`src/rtl/cmd_bus_pin_ctrl.sv`:
```
// rtl/cmd_bus_pin_ctrl.sv - command-bus responder driving one pin as static level, square wave or edge-counting input
// Optional rising-edge counter in INPUT mode is built only when PIN_CTRL_EDGE_COUNT_EN is defined.
module cmd_bus_pin_ctrl #(
  parameter logic [18:0] BASE_ADDR   = 19'h00100,
  parameter logic        RESET_LEVEL = 1'b0
) (
  input  logic        clk,
  input  logic        rst,
  input  logic [18:0] cmd_bus_addr,
  input  logic [15:0] cmd_bus_data,
  input  logic        cmd_bus_en,
  input  logic        cmd_bus_rd,
  input  logic        cmd_bus_wr,
  output logic [15:0] bus_rd_data,
  output logic        bus_rd_valid,
  input  logic        pin_in,
  output logic        pin_out,
  output logic        pin_oe
);

  localparam logic [1:0] MODE_STATIC = 2'd0;
  localparam logic [1:0] MODE_SQUARE = 2'd1;
  localparam logic [1:0] MODE_HIZ    = 2'd2;
  localparam logic [1:0] MODE_INPUT  = 2'd3;

  localparam logic [3:0] REG_MODE       = 4'd0;
  localparam logic [3:0] REG_HIGH_TIME  = 4'd1;
  localparam logic [3:0] REG_LOW_TIME   = 4'd2;
  localparam logic [3:0] REG_STATIC_VAL = 4'd3;
  localparam logic [3:0] REG_EDGE_COUNT = 4'd4;
  localparam logic [3:0] REG_STATUS     = 4'd5;

  typedef enum logic {
    SQ_HIGH = 1'b0,
    SQ_LOW  = 1'b1
  } sq_state_t;

  logic        hit;
  logic        wr_hit;
  logic        rd_hit;
  logic [3:0]  reg_sel;

  logic [1:0]  mode;
  logic [15:0] high_time;
  logic [15:0] low_time;
  logic        static_val;

  sq_state_t   sq_state;
  sq_state_t   sq_state_nxt;
  logic [15:0] phase_cnt;
  logic [15:0] phase_cnt_nxt;
  logic [15:0] high_eff;
  logic [15:0] low_eff;
  logic [15:0] phase_limit;
  logic        sq_start;

  logic        sync_meta;
  logic        sync_q;
  logic [15:0] edge_rd;
  logic [15:0] rd_mux;

  assign hit     = cmd_bus_en && (cmd_bus_addr[18:4] == BASE_ADDR[18:4]);
  assign wr_hit  = hit && cmd_bus_wr;
  assign rd_hit  = hit && cmd_bus_rd && !cmd_bus_wr;
  assign reg_sel = cmd_bus_addr[3:0];

  always_ff @(posedge clk or posedge rst) begin
    if (rst) begin
      mode       <= MODE_STATIC;
      high_time  <= 16'd1;
      low_time   <= 16'd1;
      static_val <= RESET_LEVEL;
    end else if (wr_hit) begin
      case (reg_sel)
        REG_MODE:       mode       <= cmd_bus_data[1:0];
        REG_HIGH_TIME:  high_time  <= cmd_bus_data;
        REG_LOW_TIME:   low_time   <= cmd_bus_data;
        REG_STATIC_VAL: static_val <= cmd_bus_data[0];
        default: ;
      endcase
    end
  end

  // Any MODE write selecting SQUARE (re)starts the waveform at the high phase.
  assign sq_start = wr_hit && (reg_sel == REG_MODE) && (cmd_bus_data[1:0] == MODE_SQUARE);

  assign high_eff    = (high_time == 16'd0) ? 16'd1 : high_time;
  assign low_eff     = (low_time == 16'd0) ? 16'd1 : low_time;
  assign phase_limit = (sq_state == SQ_HIGH) ? high_eff : low_eff;

  always_ff @(posedge clk or posedge rst) begin
    if (rst) begin
      sq_state  <= SQ_HIGH;
      phase_cnt <= 16'd0;
    end else begin
      sq_state  <= sq_state_nxt;
      phase_cnt <= phase_cnt_nxt;
    end
  end

  // ">=" lets a shortened time end the phase at once instead of wrapping the counter.
  always_comb begin
    sq_state_nxt  = sq_state;
    phase_cnt_nxt = phase_cnt;
    if (sq_start) begin
      sq_state_nxt  = SQ_HIGH;
      phase_cnt_nxt = 16'd0;
    end else if (mode == MODE_SQUARE) begin
      if (phase_cnt >= phase_limit - 16'd1) begin
        sq_state_nxt  = (sq_state == SQ_HIGH) ? SQ_LOW : SQ_HIGH;
        phase_cnt_nxt = 16'd0;
      end else begin
        phase_cnt_nxt = phase_cnt + 16'd1;
      end
    end
  end

  always_ff @(posedge clk or posedge rst) begin
    if (rst) begin
      sync_meta <= 1'b0;
      sync_q    <= 1'b0;
    end else begin
      sync_meta <= pin_in;
      sync_q    <= sync_meta;
    end
  end

`ifdef PIN_CTRL_EDGE_COUNT_EN
  logic        sync_prev;
  logic        rise;
  logic [15:0] edge_count;

  assign rise = sync_q && !sync_prev;

  always_ff @(posedge clk or posedge rst) begin
    if (rst) begin
      sync_prev  <= 1'b0;
      edge_count <= 16'd0;
    end else begin
      sync_prev <= sync_q;
      if (wr_hit && (reg_sel == REG_EDGE_COUNT)) begin
        edge_count <= 16'd0;
      end else if ((mode == MODE_INPUT) && rise && (edge_count != 16'hFFFF)) begin
        edge_count <= edge_count + 16'd1;
      end
    end
  end

  assign edge_rd = edge_count;
`else
  assign edge_rd = 16'd0;
`endif

  // HIZ and INPUT both release the pin.
  always_comb begin
    pin_oe  = 1'b0;
    pin_out = 1'b0;
    case (mode)
      MODE_STATIC: begin
        pin_oe  = 1'b1;
        pin_out = static_val;
      end
      MODE_SQUARE: begin
        pin_oe  = 1'b1;
        pin_out = (sq_state == SQ_HIGH);
      end
      MODE_HIZ, MODE_INPUT: begin
        pin_oe  = 1'b0;
        pin_out = 1'b0;
      end
      default: ;
    endcase
  end

  always_comb begin
    rd_mux = 16'd0;
    case (reg_sel)
      REG_MODE:       rd_mux = {14'd0, mode};
      REG_HIGH_TIME:  rd_mux = high_time;
      REG_LOW_TIME:   rd_mux = low_time;
      REG_STATIC_VAL: rd_mux = {15'd0, static_val};
      REG_EDGE_COUNT: rd_mux = edge_rd;
      REG_STATUS:     rd_mux = {13'd0, pin_oe, pin_out, sync_q};
      default:        rd_mux = 16'd0;
    endcase
  end

  always_ff @(posedge clk or posedge rst) begin
    if (rst) begin
      bus_rd_data  <= 16'd0;
      bus_rd_valid <= 1'b0;
    end else begin
      bus_rd_valid <= rd_hit;
      if (rd_hit) begin
        bus_rd_data <= rd_mux;
      end
    end
  end

endmodule

```
`config.mk`:
```
export PLATFORM = sky130hd
export DESIGN_NAME = cmd_bus_pin_ctrl
export DESIGN_NICKNAME = d
export VERILOG_FILES = /design/src/rtl/cmd_bus_pin_ctrl.sv
export SDC_FILE = /design/constraint.sdc
export NUM_CORES = 1
export LEC_CHECK = 0
export ABC_AREA = 1
export CELL_PAD_IN_SITES_DETAIL_PLACEMENT = 0
export CELL_PAD_IN_SITES_GLOBAL_PLACEMENT = 2
export CORE_AREA = 10 10 132 134
export DETAILED_ROUTE_END_ITERATION = 10
export DIE_AREA = 0 0 142 144
export PLACE_DENSITY_LB_ADDON = 0.15
export SLEW_MARGIN = 15
export SYNTH_ARGS = -nofsm -noshare
export SYNTH_HDL_FRONTEND = slang
export SYNTH_SLANG_ARGS = --single-unit
```
`constraint.sdc`:
```
create_clock -name clk -period 3.3 [get_ports clk]
set_input_delay 0.99 -clock clk [delete_from_list [all_inputs] [get_ports clk]]
set_output_delay 0.99 -clock clk [all_outputs]
set_load 0.02 [all_outputs]
```
==> impl_results.md <==
- Synth Register Bits: 71
- CTS sink count: 71
- Met3 WL: about 510 µm
- Slew Limit Headroom: a little over three fifths
- Antenna fix cells: 0
- CTS tree: built
- CP required: 3.54 ns
- Flop2flop setup slack: roughly 0.28 ns
- Hold path endpoint: sync_q
- Crit-path max FO: 17
- Cell area after synthesis: about 4500 µm²
- Grt total ovfl: 0
- Port Buffers: 59
- Num CTS Buffers: 9
- Tightest Pin Transition: 0.556 ns
- Setup CP Type: flop to flop
- Vias in the first global route: ~4100
- Endpoints failing setup: 0
- Depth of the CTS H-tree: 3
- Die W: around 140 µm
- Avg WL per Cell: around 16 µm
- Netlist cell types: 36
- Ports: 60
- Worst r2r path cells: 20
- Outcome: finished, final reports clean
- Clk slew on worst S/H paths: 0.07 ns
- Critical hold path startpoint: sync_meta
- Critical path arrival: 3.25 ns
- Met1 WL: roughly 6600 µm
- DR pass1 iterations: 7
- CTS root buffer: clkbuf_16
- Gate Count Post-Synth: ~630
- Setup crit end kind: flop
- P_leak: about 2.7 nW
- Initial DRC Count: roughly 290
- Reg2reg end: phase_cnt[1]
- Final TNS setup: 0 ns
- Global-route wire length before repair: roughly 22000 µm
- Hold Crit Class: flop to flop
- Maximum number of pins on one net before global-route repair: 72
- Area grow syn2layout: 25.6%
- Final WL: approximately 14000 µm
- Mean area per synthesized cell: a little over 7 µm²
- Initial antenna violation count: 0
- Antenna-violating nets left: 0
- Worst VDD drop: roughly 210 µV
- Slew Viols, Final: 0
- Hold path depth: 0
- Max-Cap Viols: 0
- DRC errors left: 0
- Yosys warns: 0
- Top sig layer: met4
- R2r startpoint: sq_state
- GRT Total Usage: between 10% and 20%
- Final-report hold violation count: 0
- Inst Count DP: 871
- Syn_nets: a little under 700
- Final non-filler cell total: between 800 and 900
- PwrDens: 341 nW/µm²
- Final worst-path cycle share: between 90% and 100%
- Fmax: around 330 MHz
- Min cycle time layout: 3.02 ns
- Final nets: approximately 750
- Die area: 20400 µm²
- RSZ-0062 raised after global routing: no
- # rows: 45
- Wire length on met2: 6590 µm
- Share of layout cells above drive strength 1: 7.71%
- Clock buffer depth: 2
- Post-DP HPWL: 10800 µm
- Routed vias: roughly 4200
- Vias/cell: roughly 4.7
- Post-synth EDFFs: 0
- Die span in y: about 140 µm
- Sequential element share of the synthesized area: about 40%
- Initial core utilization: between 30% and 40%
- Clock skew: approximately 0.0071 ns
- CP Launch Type: flop
- Core area: approximately 15000 µm²
- Routability cong.: around 0.84
- Synth Flop Type: dfrtp_1
- Clk_lat worst skew: approximately 0.35 ns
- Ys async rst share: 100%
## cells by family (layout without fill, tap and decap cells)
kind of cell | after synthesis | count (layout) | share of synthesized area, %
and+or+nand+nor | 340 | 340 | 32.8
AOI/OAI and AO/OA | 81 | 81 | 9.68
DFF | 71 | 71 | 39.5
buffers and inverters | 96 | 167 | 8.60
xor gates and xnor gates | 23 | 23 | 4.47
adders and majority gates | 18 | 18 | 4.99
## area by class of cell
| cell class | count | area (µm²) |
|---|---|---|
| Inverter | 78 | 293 |
| Timing Repair Buffer | 73 | 724 |
| Fill cell | 1617 | 9200 |
| Multi-Input combinational cell | 462 | 2340 |
| Clock inverter | 7 | 62.6 |
| Tap cell | 188 | 235 |
| Clock buffer | 9 | 225 |
| Sequential cell | 71 | 1780 |
## worst max path at each step
| stage | start | end | slack, ns | depth (start not counted) |
|---|---|---|---|---|
| after CTS | sq_state | phase_cnt[1] | 0.25 | 20 |
| final | sq_state | phase_cnt[1] | 0.28 | 20 |
| after global placement | sq_state | sq_state | 0.39 | 21 |
| after global routing | low_time[4] | phase_cnt[1] | 0.04 | 24 |
| after floorplan | sq_state | phase_cnt[10] | 0.29 | 23 |
| after detailed placement | sq_state | phase_cnt[1] | 0.28 | 21 |
## layer usage
| layer | up-vias | global-route usage, % |
|---|---|---|
| li1 | 2157 | - |
| met1 | 1960 | 18.1 |
| met2 | 70 | 22.5 |
| met3 | 17 | 2.69 |
| met4 | 0 | 5.59 |
| met5 | - | 0 |
## per-stage QoR
| stage | utilization [%] | power, mW | area [µm²] | hold slack [ns] | setup slack, ns |
|---|---|---|---|---|---|
| 2_1_floorplan | - | 0.924 | 4510 | 0.331 | 0.287 |
| 3_3_place_gp | 36.1 | 0.991 | 5360 | 0.334 | 0.388 |
| 3_5_place_dp | 36.1 | 0.992 | 5360 | 0.342 | 0.279 |
| 4_1_cts | 38.0 | 1.97 | 5650 | 0.356 | 0.249 |
| 5_1_grt | 38.1 | 2.01 | 5660 | 0.359 | 0.0394 |
| 6_report | 38.1 | 1.93 | 5660 | 0.355 | 0.282 |
## critical path, stage by stage (launching register included)
cell,delay (ns)
dfrtp_1,0.42
buf_4,0.19
nand2_1,0.07
o21ai_0,0.16
or2_4,0.31
nor2_4,0.11
nand2_2,0.08
nor2_4,0.12
nand2_1,0.07
xor2_1,0.14
ha_1,0.29
nand2_1,0.05
inv_1,0.06
nand3_1,0.08
nor2_1,0.17
nand3_1,0.09
nand3_1,0.13
buf_12,0.16
nor2_1,0.07
nand3_1,0.09
nand2_1,0.05
## cells in the mapped netlist (4+ instances only)
cell type	n	area, µm²
o21ai_0	53	265
inv_2	4	15.0
dfrtp_1	69	1730
nand2_1	183	687
nand4_1	10	62.6
a21oi_1	8	40.0
nor4_1	4	25.0
buf_2	4	20.0
o22ai_1	6	37.5
ha_1	18	225
nand3_1	54	270
nor3_1	4	20.0
nand2_2	4	25.0
xor2_1	19	166
xnor2_1	4	35.0
clkbuf_1	11	41.3
inv_1	74	278
o21ai_1	6	30.0
nor2_1	69	259
## timing repair
action                                  4_1_cts  5_1_grt
endpoints found under the setup margin        0       14
resized for setup                             0        2
hold buffers                                  0        0
setup buffers                                 0        1
## sequential cells by signal (all words and copies together) (netlist names)
| signal | count |
|---|---|
| bus_rd_data | 16 |
| high_time | 16 |
| low_time | 16 |
| phase_cnt | 16 |
| mode | 2 |
| bus_rd_valid | 1 |
| sq_state | 1 |
| static_val | 1 |
| sync_meta | 1 |
| sync_q | 1 |
## where the power goes
part | leakage (nW) | total, mW | internal, mW | switching [mW]
registers | 0.965 | 0.872 | 0.872 | 0.000487
logic | 1.55 | 0.101 | 0.0513 | 0.0496
clock network | 0.139 | 0.959 | 0.525 | 0.435
total | 2.66 | 1.93 | 1.45 | 0.485
## cell usage in the layout, fill, tap and decap left out, drive strengths merged, types with 8 or more instances in the layout
cell type,instances
ha,18
clkdlybuf4s50,59
inv,82
o21ai,60
nand4,11
xor2,19
buf,14
nand2,188
nor2,74
dfrtp,69
nand3,54
a21oi,8
clkbuf,9
(Power assumes the default switching activity.)
